$ cat config.mk
export PLATFORM = sky130hd
export DESIGN_NAME = ksa_task
export DESIGN_NICKNAME = d
export VERILOG_FILES = /design/src/rtl/ksa_task.sv
export SDC_FILE = /design/constraint.sdc
export NUM_CORES = 1
export LEC_CHECK = 0
export ABC_AREA = 0
export BUFFER_PORTS_ARGS = -buffer_cell sky130_fd_sc_hd__clkbuf_2
export CORE_MARGIN = 2
export CORE_UTILIZATION = 27
export CTS_CLUSTER_DIAMETER = 120
export DETAILED_ROUTE_END_ITERATION = 8
export HOLD_SLACK_MARGIN = 0.12
export PLACE_DENSITY_LB_ADDON = 0.12
export SYNTH_ARGS = -nofsm -noshare
export SYNTH_HDL_FRONTEND = slang
export SYNTH_SLANG_ARGS = --single-unit
$ cat constraint.sdc
create_clock -name clock -period 3.85 [get_ports clock]
set_input_delay 0.385 -clock clock [delete_from_list [all_inputs] [get_ports clock]]
set_output_delay 0.385 -clock clock [all_outputs]
set_load 0.005 [all_outputs]
$ cat src/rtl/ksa_task.sv
// RC4 key-scheduling pass over the 256-byte S memory, started by startTask2a, ended by a stopTask2a pulse.
// Latency: 6 cycles per index, 256 indices; stopTask2a is high 1536 cycles after the start edge, for one cycle.
// Backpressure: none; the memory answers in fixed time and startTask2a is ignored outside IDLE.
module ksa_task #(
    parameter int KEY_W = 24
) (
    input  logic             clock,
    input  logic             reset,
    input  logic             startTask2a,
    output logic             stopTask2a,
    input  logic [KEY_W-1:0] secret_key,
    output logic [7:0]       address,
    output logic [7:0]       data,
    output logic             wren,
    input  logic [7:0]       q
);

    typedef enum logic [2:0] {
        IDLE,
        RD_I,
        GET_I,
        RD_J,
        GET_J,
        WR_I,
        WR_J,
        DONE
    } state_t;

    state_t      state;
    state_t      nextState;
    logic [7:0]  i;
    logic [7:0]  j;
    logic [7:0]  si;
    logic [7:0]  sj;
    logic [1:0]  keyIdx;
    logic [7:0]  keyByte;

    // Key byte for the current index; the key is read most-significant byte first.
    always_comb begin
        keyByte = secret_key[7:0];
        case (keyIdx)
            2'd0:    keyByte = secret_key[23:16];
            2'd1:    keyByte = secret_key[15:8];
            default: keyByte = secret_key[7:0];
        endcase
    end

    // State register.
    always_ff @(posedge clock) begin
        if (reset) begin
            state <= IDLE;
        end else begin
            state <= nextState;
        end
    end

    // Next-state decode plus the memory-port and stop outputs, all decoded from state.
    always_comb begin
        nextState  = state;
        address    = 8'd0;
        data       = 8'd0;
        wren       = 1'b0;
        stopTask2a = 1'b0;
        case (state)
            IDLE: begin
                if (startTask2a) begin
                    nextState = RD_I;
                end
            end
            RD_I: begin
                address   = i;
                nextState = GET_I;
            end
            GET_I: begin
                // Address held so the RAM keeps returning s[i] while it is captured.
                address   = i;
                nextState = RD_J;
            end
            RD_J: begin
                address   = j;
                nextState = GET_J;
            end
            GET_J: begin
                address   = j;
                nextState = WR_I;
            end
            WR_I: begin
                address   = i;
                data      = sj;
                wren      = 1'b1;
                nextState = WR_J;
            end
            WR_J: begin
                address   = j;
                data      = si;
                wren      = 1'b1;
                nextState = (i == 8'd255) ? DONE : RD_I;
            end
            DONE: begin
                stopTask2a = 1'b1;
                nextState  = IDLE;
            end
            default: begin
                nextState = IDLE;
            end
        endcase
    end

    // Datapath: index counters cleared while idle, swap operands captured from q.
    always_ff @(posedge clock) begin
        if (reset) begin
            i      <= 8'd0;
            j      <= 8'd0;
            si     <= 8'd0;
            sj     <= 8'd0;
            keyIdx <= 2'd0;
        end else begin
            case (state)
                IDLE: begin
                    i      <= 8'd0;
                    j      <= 8'd0;
                    keyIdx <= 2'd0;
                end
                GET_I: begin
                    si <= q;
                    j  <= j + q + keyByte;
                end
                GET_J: begin
                    sj <= q;
                end
                WR_J: begin
                    // i parks at 255 on the last index; leaving IDLE clears it again.
                    if (i != 8'd255) begin
                        i      <= i + 8'd1;
                        keyIdx <= (keyIdx == 2'd2) ? 2'd0 : keyIdx + 2'd1;
                    end
                end
                default: begin
                end
            endcase
        end
    end

endmodule

==> results of run 1 <==
-- cells by family after synthesis --
group / count (synthesis) / share of synthesized area, %
muxes: 17 / 7.26
DFF: 37 / 31.6
adders and majority gates: 15 / 10.6
xor gates and xnor gates: 8 / 2.99
buffers and inverters: 28 / 5.39
AOI/OAI and AO/OA: 66 / 19.6
and+or+nand+nor: 112 / 22.6
-- sequential cells by signal (all words and copies together) (netlist names) --
signal and cells:
i 8, j 8, si 8, sj 8, state 3, keyIdx 2
-- layout by cell type, fill, tap and decap left out, types with 8 or more instances in the layout --
master | netlist | routed
mux2i_1 | 17 | 17
nor2_1 | 31 | 31
clkbuf_2 | 0 | 52
nand2_1 | 40 | 40
nor2b_1 | 12 | 12
dfxtp_1 | 37 | 37
fa_1 | 8 | 8
a21oi_1 | 20 | 20
inv_1 | 10 | 10
a22oi_1 | 11 | 11
o21ai_0 | 10 | 10
-- cells in the mapped netlist, drive strengths merged (2+ instances only) --
| cell type | number | share of area [%] |
|---|---|---|
| or2 | 3 | 0.80 |
| buf | 8 | 2.2 |
| dfxtp | 37 | 32 |
| nand4b | 2 | 0.75 |
| ha | 7 | 3.7 |
| nand2b | 7 | 1.9 |
| fa | 8 | 6.8 |
| a21oi | 21 | 5.0 |
| a22oi | 11 | 3.5 |
| nor2b | 12 | 3.2 |
| mux2i | 17 | 7.3 |
| a211oi | 2 | 0.64 |
| nor3 | 4 | 0.85 |
| nand2 | 40 | 6.4 |
| nand4 | 2 | 0.53 |
| clkbuf | 10 | 1.6 |
| xnor2 | 7 | 2.6 |
| nand3 | 4 | 0.85 |
| inv | 10 | 1.6 |
| nor2 | 32 | 5.2 |
| o21ai | 11 | 2.3 |
| a22o | 7 | 2.6 |
-- through the flow --
stage                     power [mW]  util [%]
after detailed placement       0.605      32.2
final                          0.868      33.2
after CTS                      0.883      33.2
after global routing           0.921      33.2
after global placement         0.605      32.2
after floorplan                0.547         -
-- final cells by class --
type                    instances  area share (%)
repair buffers                 55            10.3
clock inverters                 2           0.364
flip-flops and latches         37            26.9
inverters                      10            1.36
multi-input cells             218            53.7
clock buffers                   6            2.64
well taps                     105            4.77
-- metal layers --
| metal | track usage (%) | vias to the layer above | wire (µm) |
|---|---|---|---|
| met2 | 22.6 | 42 | 2900 |
| met4 | 2.93 | 0 | 33 |
| met3 | 3.09 | 2 | 268 |
| li1 | - | 1068 | - |
| met5 | 0 | - | 0 |
| met1 | 18.3 | 942 | 3080 |
-- power groups by stage --
stage	Clock, mW	Sequential, mW	Combinational (mW)
finish	0.275	0.412	0.181
global placement	0	0.421	0.184
floorplan	0	0.410	0.137
CTS	0.286	0.412	0.184
detailed placement	0	0.421	0.183
global route	0.297	0.415	0.209
-- how the worst max path moves through the flow --
stage	slack [ns]	from	end
2_1_floorplan	1.10	keyIdx[1]$_SDFFE_PP0P_	j[7]$_SDFFE_PP0P_
3_3_place_gp	0.79	keyIdx[0]$_SDFFE_PP0P_	j[7]$_SDFFE_PP0P_
3_5_place_dp	0.70	keyIdx[0]$_SDFFE_PP0P_	j[7]$_SDFFE_PP0P_
4_1_cts	0.65	keyIdx[0]$_SDFFE_PP0P_	j[7]$_SDFFE_PP0P_
5_1_grt	0.48	keyIdx[0]$_SDFFE_PP0P_	j[7]$_SDFFE_PP0P_
6_report	0.70	keyIdx[0]$_SDFFE_PP0P_	j[7]$_SDFFE_PP0P_
-- worst register-to-register path: stages (launching register included) --
cell and delay [ns]:
dfxtp_1 0.64, mux2i_1 0.23, o21ai_0 0.11, fa_1 0.51
ha_1 0.17, inv_1 0.06, fa_1 0.37, nand2b_1 0.19
a21oi_1 0.19, o22ai_1 0.13, or4_1 0.40, nand3_1 0.07
==> impl_metrics.py, run 1 <==
metrics = {
    "run": {
        "cap_violations": 0,
    },
    "setup_path": {
        "end_kind": "flop",
        "path_delay_family": "adder cells",
        "critPathMaxFanout": 10,
        "reg2reg_depth": 11,
        "reg2reg_to": "j[7]$_SDFFE_PP0P_",
        "critPathArrivalTime_ns": 3.38,
        "slowest_stage": "dfxtp_1",
        "critPathBufInv": 1,
        "worst-r2r-setup-slack_ns": 0.70,
        "reg2reg_from": "keyIdx[0]$_SDFFE_PP0P_",
        "cp.required_ns": 4.08,
        "crit_chain": "mux2i_1 -> o21ai_0 -> fa_1 -> ha_1 -> inv_1 -> fa_1 -> nand2b_1 -> a21oi_1 -> o22ai_1 -> or4_1 -> nand3_1",
        "path_depth": 11,
        "critPathLaunchType": "flop",
        "crit_type": "flop to flop",
        "critical_path.max_stage_delay_ns": 0.64,
        "cpMostUsedCell": "fa_1",
    },
    "die": {
        "rows": 33,
        "die_h_um": 97.2,
        "dieArea_mm2": 0.00945,
        "initial_utilization_pct": 28.3,
        "dieWidth_um": 97.2,
        "core_mm2": 0.00830,
        "num_io_pins": 53,
    },
    "placement": {
        "dp_hpwl_mm": 4.66,
        "dp_worst_setup_slack_ns": 0.695,
        "port_buffers": 52,
        "place_congestion": 0.769,
        "placed_area_mm2": 0.00267,
        "place_inst": 425,
    },
    "sta": {
        "maxSlewViolCount": 0,
        "min_period_ns": 3.15,
        "finClkSkew_ns": 0.00571,
        "rsz0062_at_grt": "false",
        "setup_viol": 0,
        "final.setup.worst_slack_ns": 0.703,
        "tns_ns": 0,
        "slew_headroom_pct": 39.3,
        "fmax_mhz": 318,
        "worst_slew_pin_slew_ns": 0.908,
        "fin_crit_sh_pct": 81.7,
        "timing_hold_violations_final": 0,
        "hold_ws_ns": 0.349,
    },
    "global_routing": {
        "grt_usage_pct": 13.7,
        "grt_pass1_vias": 2041,
        "grt_first_pass_wirelength_mm": 10.4,
        "antenna_found_initial": 0,
        "grt_max_degree": 38,
        "grt_overflow": 0,
    },
    "final_layout": {
        "regArea_um2": 741,
        "area_growth_pct": 17.4,
        "layout.nets": 377,
        "finalNonFillerCells": 433,
        "n_fill_cell": 922,
        "post-route-cell-area_mm2": 0.00275,
        "antenna_cells": 0,
        "multiInputGateArea_mm2": 0.00148,
        "drive_gt1_share_pct": 22.0,
    },
    "drt": {
        "via_count": 2054,
        "wirelength_mm": 6.29,
        "postRouteAntennaNets": 0,
        "drcViolationCount": 0,
        "viasPerCell": 4.74,
        "drtIter0Drc": 61,
        "wl_per_cell_um": 14.5,
        "drt-pass1-iter-count": 4,
    },
    "clock_tree": {
        "clkTransAtPathRegs_ns": 0.08,
        "cts_buffers": 5,
        "postCtsSetupRepairBufs": 0,
        "clock_latency_ns": 0.29,
        "cts.repair.resized": 0,
        "h-tree-depth": 2,
        "cts.sinks": 37,
        "clockBufferDepth": 2,
        "cts_tree": "yes",
        "root_buffer": "clkbuf_8",
        "ctsHoldBuffers": 0,
    },
    "synthesis": {
        "avgSynthCellArea_um2": 8.29,
        "async_flop_share_pct": 0,
        "syn-cell-area_mm2": 0.00234,
        "syn_nets": 333,
        "synthCells": 283,
        "synth_edf_count": 0,
        "yosysUniqueCellTypes": 48,
        "ys_warn_count": 0,
        "ys_ff_latch": 37,
        "synthFlopType": "dfxtp_1",
        "yosysSeqAreaShare_pct": 31.6,
    },
    "pwr": {
        "power_density_mw_per_mm2": 315,
        "p_switching_mw": 0.270,
        "seqPwrFrac_pct": 47.5,
        "clkPwrFrac_pct": 31.7,
        "p_int_mw": 0.598,
        "max-vdd-ir-drop_mv": 0.127,
        "power_frac_comb_pct": 20.8,
        "switching_share_pct": 31.1,
        "p_leak_nw": 1.06,
    },
    "worst_hold_path": {
        "hold_start": "q[6]",
        "hold_path_end": "si[6]$_SDFFE_PP0P_",
        "min_path_type": "input pin to flop",
        "worstHoldPathCells": 3,
    },
    "outcome": {
        "outcome": "completed",
    },
}
(Power assumes the default switching activity.)
==> run 2, diff against run 1 <==
- clock period: 3.85 -> 2.7 ns (I/O delays scaled with it)
==> run 2 against run 1 <==
Sequential power is 42% higher. Sequential share of layout area is 1.5 points lower. Non-clock buffer count is 12 higher. Combinational power is 64% higher. Global-route usage is 0.46 points higher. Setup slack worse by 0.59 ns. Critical path type unchanged.
==> impl_metrics.py, run 2 (synthesized netlist as in run 1, its figures left out) <==
metrics = {
    "setup_path": {
        "critPathArrivalTime_ns": 2.83,
        "critPathBufInv": 1,
        "reg2reg_from": "keyIdx[0]$_SDFFE_PP0P_",
        "critPathLaunchType": "flop",
        "path_delay_family": "adder cells",
        "worst-r2r-setup-slack_ns": 0.11,
        "reg2reg_depth": 11,
        "crit_chain": "mux2i_1 -> o21ai_1 -> fa_1 -> ha_2 -> inv_1 -> fa_2 -> nand2b_4 -> a21oi_4 -> o22ai_2 -> or4_1 -> nand3_1",
        "end_kind": "flop",
        "crit_type": "flop to flop",
        "cp.required_ns": 2.94,
        "startpoint": "keyIdx[0]$_SDFFE_PP0P_",
        "path_depth": 11,
        "critical_path.max_stage_delay_ns": 0.49,
        "slowest_stage": "fa_1",
        "critPathMaxFanout": 4,
        "reg2reg_to": "j[7]$_SDFFE_PP0P_",
        "crit_end": "j[7]$_SDFFE_PP0P_",
    },
    "sta": {
        "timing_hold_violations_final": 0,
        "setup_viol": 0,
        "finClkSkew_ns": 0.00817,
        "fin_crit_sh_pct": 96.0,
        "maxSlewViolCount": 0,
        "slew_headroom_pct": 59.1,
        "worst_slew_pin_slew_ns": 0.597,
        "min_period_ns": 2.59,
        "fmax_mhz": 386,
    },
    "run": {
        "cap_violations": 0,
    },
    "pwr": {
        "p_int_mw": 1.06,
        "p_leak_nw": 1.16,
        "power_frac_comb_pct": 20.2,
        "p_switching_mw": 0.401,
        "clkPwrFrac_pct": 39.8,
        "total_power_mw": 1.46,
        "power_density_mw_per_mm2": 500,
        "seqPwrFrac_pct": 40.0,
        "max-vdd-ir-drop_mv": 0.219,
        "switching_share_pct": 27.4,
    },
    "placement": {
        "port_buffers": 52,
        "dp_hpwl_mm": 4.92,
        "place_inst": 436,
        "place_congestion": 0.775,
    },
    "die": {
        "rows": 33,
        "core_mm2": 0.00830,
        "initial_utilization_pct": 28.3,
        "dieWidth_um": 97.2,
        "dieArea_mm2": 0.00945,
        "die_h_um": 97.2,
        "num_io_pins": 53,
    },
    "clock_tree": {
        "clockBufferDepth": 2,
        "h-tree-depth": 2,
        "clock_latency_ns": 0.29,
        "cts.sinks": 37,
        "root_buffer": "clkbuf_8",
        "cts_tree": "yes",
        "cts_buffers": 5,
        "clkTransAtPathRegs_ns": 0.08,
    },
    "final_layout": {
        "layout_commonest_cell": "clkbuf_2",
        "finalNonFillerCells": 445,
        "antenna_cells": 0,
        "drive_gt1_share_pct": 27.1,
        "area_growth_pct": 25.0,
        "layout.nets": 389,
        "layout_common_cells": "52 x clkbuf_2, 40 x nand2_1, 36 x dfxtp_1, 31 x nor2_1, 18 x a21oi_1",
    },
    "drt": {
        "wirelength_mm": 6.46,
        "drtIter0Drc": 78,
        "wl_per_cell_um": 14.5,
        "drcViolationCount": 0,
        "drt-pass1-iter-count": 4,
        "postRouteAntennaNets": 0,
        "viasPerCell": 4.83,
        "via_count": 2149,
    },
    "global_routing": {
        "antenna_found_initial": 0,
        "grt_usage_pct": 14.2,
        "grt_overflow": 0,
        "grt_first_pass_wirelength_mm": 10.8,
        "grt_pass1_vias": 2181,
        "grt_max_degree": 29,
    },
    "outcome": {
        "outcome": "completed",
    },
    "worst_hold_path": {
        "min_path_type": "input pin to flop",
    },
}
[run 2: cell count changes in the layout (fill, tap and decap cells not counted), sizes merged]
cell and delta:
bufinv +2, clkinv -1, buf +12, clkbuf -1
[run 2: layout make-up]
class                           instances  area (µm²)
Clock buffer                            5        68.8
Clock inverter                          3        65.1
Fill cell                             883        5370
Inverter                               10        37.5
Multi-Input combinational cell        218        1510
Sequential cell                        37         744
Tap cell                              105         131
Timing Repair Buffer                   67         373
[run 2: worst reg2reg max path: cells and delay by family (launching register included)]
kind	cells	cell delay, ns
AND/OR/NAND/NOR	3	0.62
buffers and inverters	1	0.05
flip-flops	1	0.37
multiplexers	1	0.17
adder cells (fa/ha/maj)	3	1.00
AO/OA/AOI/OAI	3	0.32
[run 2: what timing repair did]
| item | in CTS | in global routing |
|---|---|---|
| buffers inserted | 0 | 1 |
| resized for setup | 3 | 8 |
| hold buffers | 0 | 0 |
| endpoints found under the setup margin | 2 | 2 |
| pin swaps | 1 | 5 |
[run 2: layer usage]
layer	track usage [%]	share of wire (%)
met3	2.95	3.0
met1	18.9	48
met4	4.01	1.1
met5	0	0
met2	23.1	48
[run 2: stage by stage]
stage	worst slack, ns	setup TNS (ns)	cell area, µm²	hold WS, ns	util [%]
5_1_grt	-0.00423	-0.00423	2930	0.252	35.3
4_1_cts	0.000523	0	2900	0.234	35.0
6_report	0.108	0	2930	0.242	35.3
2_1_floorplan	0.00212	0	2350	0.406	-
3_5_place_dp	-0.0522	-0.0522	2760	0.452	33.2
3_3_place_gp	-0.00575	-0.00575	2760	0.443	33.2
[run 2: worst min path at each step]
| stage | slack, ns | cells after the start | endpoint | from |
|---|---|---|---|---|
| 2_1_floorplan | 0.41 | 2 | si[0]$_SDFFE_PP0P_ | q[0] |
| 3_3_place_gp | 0.44 | 2 | si[1]$_SDFFE_PP0P_ | si[1]$_SDFFE_PP0P_ |
| 3_5_place_dp | 0.45 | 2 | si[2]$_SDFFE_PP0P_ | si[2]$_SDFFE_PP0P_ |
| 4_1_cts | 0.23 | 3 | si[6]$_SDFFE_PP0P_ | q[6] |
| 5_1_grt | 0.25 | 3 | si[6]$_SDFFE_PP0P_ | q[6] |
| 6_report | 0.24 | 3 | si[6]$_SDFFE_PP0P_ | q[6] |
[run 2: power by group through the flow]
stage / sequential, mW / clock (mW) / combinational, mW
after floorplan: 0.585 / 0 / 0.197
after global placement: 0.600 / 0 / 0.281
after detailed placement: 0.600 / 0 / 0.280
after CTS: 0.586 / 0.601 / 0.286
after global routing: 0.589 / 0.629 / 0.336
final: 0.586 / 0.583 / 0.296
==> run 3, diff against run 2 <==
- SETUP_SLACK_MARGIN: unset -> 0.15
==> run 3 against run 2 <==
Non-clock buffer count did not move. Sequential power barely moved. Cell count did not move. Maximum frequency fell by 0.86%. Count of clock-buffer cells in the layout did not move. Core utilization fell by 0.56 points. Combinational power barely moved. Sequential share of layout area rose by 0.45 points. Critical path type unchanged. Largest power group unchanged. Highest routed layer unchanged.
==> impl_metrics.py, run 3 (synthesized netlist as in run 1, its figures left out) <==
metrics = {
    "clock_tree": {
        "cts_tree": "yes",
        "cts.sinks": 37,
        "clock_latency_ns": 0.29,
        "ctsHoldBuffers": 0,
        "h-tree-depth": 2,
        "clockBufferDepth": 2,
        "cts_buffers": 5,
        "root_buffer": "clkbuf_8",
        "clkTransAtPathRegs_ns": 0.08,
    },
    "final_layout": {
        "layout.nets": 389,
        "area_growth_pct": 23.1,
        "post-route-cell-area_mm2": 0.00289,
        "n_fill_cell": 881,
        "layout_commonest_cell": "clkbuf_2",
        "drive_gt1_share_pct": 27.6,
        "final_core_util_pct": 34.8,
        "antenna_cells": 0,
        "layout_common_cells": "52 x clkbuf_2, 40 x nand2_1, 35 x dfxtp_1, 31 x nor2_1, 18 x a21oi_1",
    },
    "setup_path": {
        "cp.required_ns": 2.94,
        "path_delay_family": "adder cells",
        "crit_type": "flop to flop",
        "slowest_stage": "fa_1",
        "end_kind": "flop",
        "critPathLaunchType": "flop",
        "critical_path.max_stage_delay_ns": 0.49,
        "crit_chain": "mux2i_1 -> o21ai_1 -> fa_1 -> ha_2 -> inv_2 -> fa_2 -> nand2b_4 -> a21oi_4 -> o22ai_2 -> or4_1 -> nand3_1",
        "critPathMaxFanout": 4,
        "critPathArrivalTime_ns": 2.85,
        "critPathBufInv": 1,
    },
    "placement": {
        "dp_hpwl_mm": 4.82,
        "port_buffers": 52,
        "placed_area_mm2": 0.00274,
        "dp_worst_setup_slack_ns": 0.000596,
        "place_congestion": 0.776,
    },
    "sta": {
        "setup_viol": 0,
        "final.setup.worst_slack_ns": 0.0859,
        "fin_crit_sh_pct": 96.8,
        "slew_headroom_pct": 57.1,
        "fmax_mhz": 383,
        "finClkSkew_ns": 0.00896,
        "min_period_ns": 2.61,
        "worst_slew_pin_slew_ns": 0.642,
        "tns_ns": 0,
        "rsz0062_at_grt": "true",
        "timing_hold_violations_final": 0,
        "maxSlewViolCount": 0,
    },
    "die": {
        "dieWidth_um": 97.2,
        "core_mm2": 0.00830,
        "rows": 33,
        "num_io_pins": 53,
        "die_h_um": 97.2,
        "dieArea_mm2": 0.00945,
        "initial_utilization_pct": 28.3,
    },
    "drt": {
        "postRouteAntennaNets": 0,
        "drt-pass1-iter-count": 4,
        "drcViolationCount": 0,
        "via_count": 2127,
        "wl_per_cell_um": 14.5,
        "drtIter0Drc": 46,
        "viasPerCell": 4.78,
        "wirelength_mm": 6.43,
    },
    "pwr": {
        "power_density_mw_per_mm2": 443,
        "p_leak_nw": 1.13,
        "max-vdd-ir-drop_mv": 0.180,
        "seqPwrFrac_pct": 45.9,
        "total_power_mw": 1.28,
        "clkPwrFrac_pct": 31.2,
        "switching_share_pct": 31.7,
        "p_switching_mw": 0.405,
        "p_int_mw": 0.874,
        "power_frac_comb_pct": 22.9,
    },
    "worst_hold_path": {
        "min_path_type": "input pin to flop",
    },
    "global_routing": {
        "grt_usage_pct": 13.8,
        "grt_first_pass_wirelength_mm": 10.7,
        "grt_overflow": 0,
        "antenna_found_initial": 0,
        "grt_max_degree": 27,
        "grt_pass1_vias": 2160,
    },
    "run": {
        "cap_violations": 0,
    },
    "outcome": {
        "outcome": "completed",
    },
}
[run 3: changes by cell type in the layout (fill, tap and decap cells not counted), sizes merged]
cell,before,now
bufinv,2,0
clkinv,1,2
clkinvlp,0,1
[run 3: final timing paths]
path,from,end,slack [ns],depth (start not counted)
max,keyIdx[0]$_SDFFE_PP0P_,j[7]$_SDFFE_PP0P_,0.09,11
min,q[6],si[6]$_SDFFE_PP0P_,0.24,3
max reg2reg,keyIdx[0]$_SDFFE_PP0P_,j[7]$_SDFFE_PP0P_,0.09,11
min reg2reg,si[0]$_SDFFE_PP0P_,si[0]$_SDFFE_PP0P_,0.46,2
[run 3: repair_timing]
action | in CTS | in global routing
pin swaps | 5 | 2
endpoints found under the setup margin | 1 | 4
setup buffers | 3 | 1
resized for setup | 6 | 2
[run 3: area by class of cell]
type	instances	area [µm²]	area share (%)
clock buffer	5	68.8	2.39
clock inverter	3	17.5	0.607
inverter	10	37.5	1.30
multi-input combinational	218	1510	52.4
sequential	37	746	25.8
tap	105	131	4.55
timing repair buffer	67	373	12.9
[run 3: worst reg2reg max path, delay by kind of cell, from the launching register on]
kind | cells | cell delay [ns]
buf+inv | 1 | 0.04
fa+ha+maj | 3 | 1.00
mux | 1 | 0.19
compound gates | 3 | 0.32
flops | 1 | 0.37
simple gates | 3 | 0.64
[run 3: metrics by stage]
stage	hold WS, ns	cells
after global routing	0.242	445
after CTS	0.233	444
final	0.238	445
after global placement	0.446	433
after floorplan	0.406	283
after detailed placement	0.450	433
[run 3: power groups by stage]
stage	Sequential [mW]	Clock (mW)	Combinational, mW
global placement	0.601	0	0.281
finish	0.588	0.398	0.293
CTS	0.588	0.415	0.295
floorplan	0.585	0	0.203
detailed placement	0.601	0	0.277
global route	0.592	0.438	0.331
[run 3: routing by layer]
metal  vias to the layer above  part of all wire, %  global-route usage [%]
met2                        33                   49                    23.4
met1                       994                   47                    17.9
met3                         5                  3.3                    3.09
met5                         -                    0                       0
met4                         0                 0.79                    3.36
li1                       1095                    -                       -
